### src/rtl/uart_tx_burst_arbiter.sv
// Round-robin burst scheduler that shares one UART transmitter between NUM_REQ byte sources.
// One requester owns the UART for a whole burst; bytes are paced one frame apart, bursts separated by an idle gap.
module uart_tx_burst_arbiter #(
    parameter int NUM_REQ    = 4,
    parameter int FRAME_CLKS = 20,
    parameter int GAP_CLKS   = 4
) (
    input  logic                  clock,
    input  logic                  reset_n,
    input  logic [NUM_REQ-1:0]    req,
    input  logic [NUM_REQ*10-1:0] req_len,
    input  logic [NUM_REQ*8-1:0]  req_data,
    output logic [NUM_REQ-1:0]    data_ack,
    output logic [NUM_REQ-1:0]    grant,
    output logic                  burst_done,
    output logic                  busy,
    output logic [9:0]            bytes_to_tx,
    output logic [7:0]            tx_data_byte,
    output logic                  tx_data_valid
);

    localparam int IW = (NUM_REQ > 1) ? $clog2(NUM_REQ) : 1;
    localparam int FW = $clog2(FRAME_CLKS + 1);
    localparam int GW = $clog2(GAP_CLKS + 1);
    localparam logic [NUM_REQ-1:0] ONE_HOT0 = {{(NUM_REQ-1){1'b0}}, 1'b1};

    typedef enum logic [1:0] {IDLE, LOAD, SEND, GAP} state_t;

    state_t               state_r, state_s;
    logic [IW-1:0]        ptr_r, ptr_s, sel_r, sel_s, pick_s, idx_s;
    logic                 found_s;
    logic [9:0]           remaining_r, remaining_s;
    logic [FW-1:0]        frame_r, frame_s;
    logic [GW-1:0]        gap_r, gap_s;
    logic [NUM_REQ-1:0]   grant_r, grant_s, ack_r, ack_s;
    logic                 done_r, done_s, busy_r, busy_s, valid_r, valid_s;
    logic [9:0]           bytes_r, bytes_s;
    logic [7:0]           byte_r, byte_s;
    logic [9:0]           len_arr [NUM_REQ];
    logic [7:0]           data_arr [NUM_REQ];

    for (genvar g = 0; g < NUM_REQ; g++) begin : g_split
        assign len_arr[g]  = req_len[g*10 +: 10];
        assign data_arr[g] = req_data[g*8 +: 8];
    end

    // Round-robin pick: first active request at or after the rotation pointer.
    always_comb begin
        found_s = 1'b0;
        pick_s  = {IW{1'b0}};
        idx_s   = {IW{1'b0}};
        for (int k = 0; k < NUM_REQ; k++) begin
            idx_s = IW'((int'(ptr_r) + k) % NUM_REQ);
            if (!found_s && req[idx_s]) begin
                found_s = 1'b1;
                pick_s  = idx_s;
            end else begin
                found_s = found_s;
            end
        end
    end

    // Next-state and next-output logic for the burst FSM.
    always_comb begin
        state_s     = state_r;
        ptr_s       = ptr_r;
        sel_s       = sel_r;
        remaining_s = remaining_r;
        frame_s     = frame_r;
        gap_s       = gap_r;
        grant_s     = grant_r;
        bytes_s     = bytes_r;
        byte_s      = byte_r;
        valid_s     = valid_r;
        ack_s       = {NUM_REQ{1'b0}};
        done_s      = 1'b0;
        case (state_r)
            IDLE: begin
                if (found_s) begin
                    sel_s       = pick_s;
                    ptr_s       = IW'((int'(pick_s) + 1) % NUM_REQ);
                    grant_s     = ONE_HOT0 << pick_s;
                    bytes_s     = len_arr[pick_s];
                    remaining_s = len_arr[pick_s];
                    if (len_arr[pick_s] == 10'd0) begin
                        // Empty burst: nothing to send, but the slot is consumed.
                        done_s  = 1'b1;
                        gap_s   = GW'(GAP_CLKS - 1);
                        state_s = GAP;
                    end else begin
                        state_s = LOAD;
                    end
                end else begin
                    state_s = IDLE;
                end
            end
            LOAD: begin
                byte_s  = data_arr[sel_r];
                ack_s   = ONE_HOT0 << sel_r;
                valid_s = 1'b1;
                frame_s = FW'(FRAME_CLKS - 1);
                state_s = SEND;
            end
            SEND: begin
                if (frame_r == {FW{1'b0}}) begin
                    remaining_s = (remaining_r != 10'd0) ? (remaining_r - 10'd1) : remaining_r;
                    if (remaining_r <= 10'd1) begin
                        done_s  = 1'b1;
                        valid_s = 1'b0;
                        grant_s = {NUM_REQ{1'b0}};
                        gap_s   = GW'(GAP_CLKS - 1);
                        state_s = GAP;
                    end else begin
                        state_s = LOAD;
                    end
                end else begin
                    frame_s = frame_r - FW'(1);
                end
            end
            GAP: begin
                grant_s = {NUM_REQ{1'b0}};
                valid_s = 1'b0;
                if (gap_r == {GW{1'b0}}) begin
                    state_s = IDLE;
                end else begin
                    gap_s = gap_r - GW'(1);
                end
            end
            default: begin
                state_s = IDLE;
                grant_s = {NUM_REQ{1'b0}};
                valid_s = 1'b0;
            end
        endcase
        busy_s = (state_s != IDLE);
    end

    // State and registered outputs; reset forces everything idle and the pointer to requester 0.
    always_ff @(posedge clock or negedge reset_n) begin
        if (!reset_n) begin
            state_r     <= IDLE;
            ptr_r       <= {IW{1'b0}};
            sel_r       <= {IW{1'b0}};
            remaining_r <= 10'd0;
            frame_r     <= {FW{1'b0}};
            gap_r       <= {GW{1'b0}};
            grant_r     <= {NUM_REQ{1'b0}};
            ack_r       <= {NUM_REQ{1'b0}};
            done_r      <= 1'b0;
            busy_r      <= 1'b0;
            bytes_r     <= 10'd0;
            byte_r      <= 8'd0;
            valid_r     <= 1'b0;
        end else begin
            state_r     <= state_s;
            ptr_r       <= ptr_s;
            sel_r       <= sel_s;
            remaining_r <= remaining_s;
            frame_r     <= frame_s;
            gap_r       <= gap_s;
            grant_r     <= grant_s;
            ack_r       <= ack_s;
            done_r      <= done_s;
            busy_r      <= busy_s;
            bytes_r     <= bytes_s;
            byte_r      <= byte_s;
            valid_r     <= valid_s;
        end
    end

    assign data_ack      = ack_r;
    assign grant         = grant_r;
    assign burst_done    = done_r;
    assign busy          = busy_r;
    assign bytes_to_tx   = bytes_r;
    assign tx_data_byte  = byte_r;
    assign tx_data_valid = valid_r;

endmodule

### config.mk
export PLATFORM = sky130hd
export DESIGN_NAME = uart_tx_burst_arbiter
export DESIGN_NICKNAME = d
export VERILOG_FILES = /design/src/rtl/uart_tx_burst_arbiter.sv
export SDC_FILE = /design/constraint.sdc
export NUM_CORES = 1
export LEC_CHECK = 0
export ABC_CLOCK_PERIOD_IN_PS = 4050
export BUFFER_PORTS_ARGS = -buffer_cell sky130_fd_sc_hd__buf_4
export CAP_MARGIN = 20
export CORE_ASPECT_RATIO = 0.9
export CORE_UTILIZATION = 30
export DETAILED_ROUTE_END_ITERATION = 8
export PLACE_DENSITY_LB_ADDON = 0.12
export SETUP_SLACK_MARGIN = 0.4
export SLEW_MARGIN = 20
export SYNTH_ARGS = -nofsm -noshare
export SYNTH_HDL_FRONTEND = slang
export SYNTH_SLANG_ARGS = --single-unit
### constraint.sdc
create_clock -name clock -period 4.05 [get_ports clock]
set_input_delay 0 -clock clock [delete_from_list [all_inputs] [get_ports clock]]
set_output_delay 0 -clock clock [all_outputs]
set_load 0.02 [all_outputs]
# == Word level (Yosys, flattened, before mapping) ==
# Cells that the tools add are included.
# op_classes
magnitude_cmp,7
n_shift,2
n_reduce_logical,22
n_mux,53
addsub,7
bitwise,2
eq_ne,10
# op_table
cell,n
$mux W10,5
$bmux W10 S2,1
$pmux W10 S2,1
$mux W2,9
$bmux W8 S2,1
$mux W4,4
$mux W8,2
$mux W3,5
$mux W1,14
$ne A2 B2 Y1 const B,7
$lt A2 B3 Y1 const B,4
$pmux W4 S3,1
$le A10 B1 Y1 const B,1
$logic_not A10 Y1,1
$pmux W5 S2,1
$reduce_bool A10 Y1,1
$sub A10 B1 Y10 const B,1
$pmux W3 S3,1
$bmux W1 S2,4
$pmux W2 S4,1
$reduce_and A4 Y1,2
$shl A1 B2 Y4 const A,2
$ge A3 B3 Y1 const B,2
$not A2 Y3,2
19 further kinds,30
# totals
elab_cells,116
regBits,53
output_inout_bits,29
input_bits,78

# == Longest topological paths before layout ==
# logic_depth
ltp_word,21
ltp_mapped,9
ltp_nobuf,9

# == Worst setup path after synthesis ==
# No wires, ideal clock.
# synth_path
path_type,reg2reg
startpoint,register ptr_r[1]
endpoint,register gap_r[2]
stages_incl_launch_ff,8
path_slack_ns,1.975
t_required_ns,3.926
synth_period_minus_slack_ns,2.075
n_path_buf,0
setup_ns,0.124
arrival_ns,1.952
cell_sequence,dfrtp_1 and2_4 o21a_4 nor3_4 nand3_1 a22oi_2 nand4_2 o31a_1
# synth_between
elab_chain_len,19
elab_cells_between_ends,33
classes_between,add/sub (3); eq/ne (2); mux (19); bitwise (1); reduce/logical (8)
# synth_rtl
element,line,rtl
"start, declared",30,"logic [IW-1:0] ptr_r, ptr_s, sel_r, sel_s, pick_s, idx_s;"
"start signal, assigned",142,ptr_r <= {IW{1'b0}};
"start signal, assigned",156,ptr_r <= ptr_s;
"parallel branches: the longest is 11 deep, another holds $add A2 B1 Y2",-,
$mux W2 (*),54,if (!found_s && req[idx_s]) begin
net pick_s[0],30,
$not A2 Y3 (not written as such) (*),85,if (len_arr[pick_s] == 10'd0) begin
$bmux W10 S2 (*),85,
$mux W10 (not written as such) (*) (2 in a row),85,
$logic_not A10 Y1 (*),85,
$ne A2 B2 Y1 (no source line) (*),-,
$reduce_and A6 Y1 (no source line) (*),-,
"end signal, assigned",146,gap_r <= {GW{1'b0}};
"end signal, assigned",160,gap_r <= gap_s;
"end, declared",34,"logic [GW-1:0] gap_r, gap_s;"
# Mark *: on every way through the listed nets, which the timed path passes. The select of a mux whose other input is x is not followed.
# A chain may end at the register's enable or synchronous reset.

# == Final worst setup path ==
# layout_path
startpoint,register ptr_r[1]
endpoint,register gap_r[2]
# layout_between
elab_chain_len,19
elab_cells_between_ends,33
classes_between,add/sub (3); eq/ne (2); mux (19); bitwise (1); reduce/logical (8)
# layout_rtl
element
"parallel branches: the longest is 18 deep, another holds $add A2 B1 Y2"
$reduce_and A6 Y1 (no source line) (*)
# Every way passes the cells marked *. The select of a mux whose other input is x is not followed.

==> out/qor.txt <==
status = finished with violations
failing checks = design-rule violations
Post-DP Area = 0.00414 mm^2
max_slew headroom = 32.1%
crit path cell chain = and2_4, o211a_1, nor2_2, mux2_2, o21ai_2, nand4_2, o31a_1
Post-CTS Resized = 0
Synth Flop Type = dfrtp_1
R2R Path Start = ptr_r[1]$_DFFE_PN0P_
Post-Synthesis Cells = 361
Compound-Gate Fraction of Synth Area = 16.3%
CP endpoint kind = flip-flop
setup bufs post-CTS = 0
average wire per standard cell = 15.7 um
crit path kind = flip-flop to flip-flop
WP data arrival = 2.93 ns
post-synthesis mux area share = 11.1%
design area = 0.00430 mm^2
Crit Path Max Fanout = 13
IO Port Bufs = 106
cells taking the most area after synthesis = dfrtp_1 (41%), nand2_1 (7.7%), o21ai_0 (5.5%)
GRT Overall Usage = 16.9%
fin nets = 546
routed vias = 2976
pin count of the biggest net entering global routing = 54
clk slew on worst S/H paths = 0.08 ns
detailed-route DRC error count = 10
adder-cell share of the synthesized area = 4.22%
htree depth = 2
die area = 0.0113 mm^2
n_diodes = 0
post-synthesis xor/xnor area fraction = 0.806%
HP Class = input pin to flip-flop
# rows = 35
worst-margin pin slew = 1.02 ns
TritonCTS clock tree = yes
Yosys reg bits = 53
Synth cell types = 52
Post-synth EDFFs = 0
layout cells sized above 1 = 32.5%
hold path start = req[1]
Cell Area, Synth = 0.00326 mm^2
post-synth top area share = 40.7%
syn_area_per_cell = 9.03 um^2
worst vdd rail ir drop = 0.000247 V
Combinational Power Share = 53.5%
clock skew = 0.00567 ns
Worst path slowest cell = nor2_2
I/O pin total = 107
maximum clock frequency = 365 MHz
Worst Setup Start Kind = flip-flop
Max-Cap Viols = 0
dpl hpwl = 6920 um
CP peak stage delay = 0.60 ns
Initial Util = 31.3%
syn_nets = 450
DIE WIDTH = 112 um
endpoints failing setup = 0
cts hold-fix bufs = 1
first-pass GRT wire length = 15100 um
DR vias/cell = 5.07
clock buffer depth = 2
antenna viol nets, final = 0
WL final = 9210 um
first-pass iteration count of the detailed router = 6
Tmin final = 2.74 ns
P per Cell Area = 732 mW/mm^2
flop2flop setup slack = 1.31 ns
overall power = 3.15 mW
main combinational cell family by area after synthesis = simple AND/OR/NAND/NOR gates
Tcrit/Tclk final = 67.7%
Reg power frac = 32.3%
ys async rst share = 100%
clock tree root driver cell = clkbuf_16
Synth Area in Simple Gates = 22.7%
sw frac = 45.0%
FF-to-FF path depth = 7
Clk network pwr share = 14.2%
WP data required = 4.23 ns
gp weighted congestion = 0.817
Sum Neg Setup Slack = 0 ns
RSZ-0062 raised after global routing = no
core area = 0.0104 mm^2
Hold EP = busy$_DFF_PN0_
worst hold slack = 0.0993 ns
die height = 101 um
cell-internal power = 1.73 mW
area delta synth->final = 31.8%
Yosys Warn Count = 0
Reg2Reg Capture Point = gap_r[2]$_DFFE_PN0P_
Psw = 1.42 mW
Pleak = 2.03 nW
CTS buffer count = 5
DR iter-0 viols = 87
post-synthesis cell type with the largest combined area = dfrtp_1
Clock Latency Late Sink = 0.29 ns
GRT Residual Overflow = 0
vias in the first global route = 3044
Core Util, Final = 41.2%
Num Clock Sinks = 53
post-synthesis sequential area ratio = 40.7%
Final Hold Viols = 0
initial antenna violation count = 0
WHS Path Cells = 3
top cells by count, synth = nand2_1 (67), dfrtp_1 (53), o21ai_0 (36)
most frequent cell after synthesis = nand2_1
Pins Over Slew Limit = 0
==> stage by stage <==
stage	std cells	setup slack (ns)
2_1_floorplan	361	1.97
3_3_place_gp	578	1.36
3_5_place_dp	578	1.29
4_1_cts	587	1.29
5_1_grt	587	1.09
6_report	587	1.31
==> layer usage <==
layer  wire length, um  share of wire (%)  GRT usage [%]  vias up
met1              4290                 47           22.0     1418
met2              4380                 48           29.0       84
li1                  -                  -              -     1466
met4               111                1.2           4.26        0
met5                 0                  0              0        -
met3               433                4.7           3.13        8
==> placed cells by master (no fill, tap or decap), drive strengths merged, types with 3 or more instances in the layout <==
master,n
a21o,3
a21oi,16
and3,4
buf,108
clkbuf,5
dfrtp,53
ha,11
inv,12
mux2,9
mux2i,8
mux4,8
nand2,67
nand2b,6
nand3,21
nor2,25
nor2b,3
nor3,13
o21ai,39
o22a,7
o31ai,3
or3,5
==> power by group through the flow <==
| stage | Clock [mW] | Sequential, mW | Combinational [mW] |
|---|---|---|---|
| floorplan | 0 | 1.07 | 1.11 |
| global placement | 0 | 1.02 | 1.68 |
| detailed placement | 0 | 1.03 | 1.70 |
| CTS | 0.461 | 1.02 | 1.70 |
| global route | 0.473 | 1.06 | 1.89 |
| finish | 0.447 | 1.02 | 1.68 |
==> layout make-up <==
cell class                 instances  area, um^2
fill                            1092        6120
multi-input combinational        277        1800
sequential                        53        1330
timing repair buffer             109         821
tap                              129         161
clock buffer                       5         125
inverter                          11        41.3
clock inverter                     3        26.3
==> sequential cells by signal, indices dropped and copies added (netlist names) <==
register and flops:
bytes_to_tx 10, remaining_r 10, tx_data_byte 8, frame_r 5
data_ack 4, grant 4, gap_r 3, ptr_r 2
sel_r 2, state_r 2, burst_done 1, busy 1
tx_data_valid 1
==> worst max-delay path by stage <==
stage                      endpoint  slack [ns]                  from
6_report       gap_r[2]$_DFFE_PN0P_        1.31  ptr_r[1]$_DFFE_PN0P_
3_3_place_gp   gap_r[2]$_DFFE_PN0P_        1.36  ptr_r[1]$_DFFE_PN0P_
3_5_place_dp   gap_r[2]$_DFFE_PN0P_        1.29  ptr_r[1]$_DFFE_PN0P_
4_1_cts        gap_r[2]$_DFFE_PN0P_        1.29  ptr_r[1]$_DFFE_PN0P_
2_1_floorplan  gap_r[2]$_DFFE_PN0P_        1.97  ptr_r[1]$_DFFE_PN0P_
5_1_grt        gap_r[2]$_DFFE_PN0P_        1.09  ptr_r[1]$_DFFE_PN0P_
==> worst max-delay path, delay by kind of cell (launching register included) <==
| family | cells | cell delay (ns) |
|---|---|---|
| and+or+nand+nor | 3 | 0.95 |
| muxes | 1 | 0.42 |
| DFF | 1 | 0.44 |
| AOI/OAI and AO/OA | 3 | 0.82 |
==> cells by family after synthesis <==
logic type / count (synthesis)
AOI/OAI and AO/OA: 83
xor gates and xnor gates: 3
adders and majority gates: 11
buffers and inverters: 31
DFF: 53
muxes: 25
and+or+nand+nor: 155
Power figures use the tool's default switching activity.
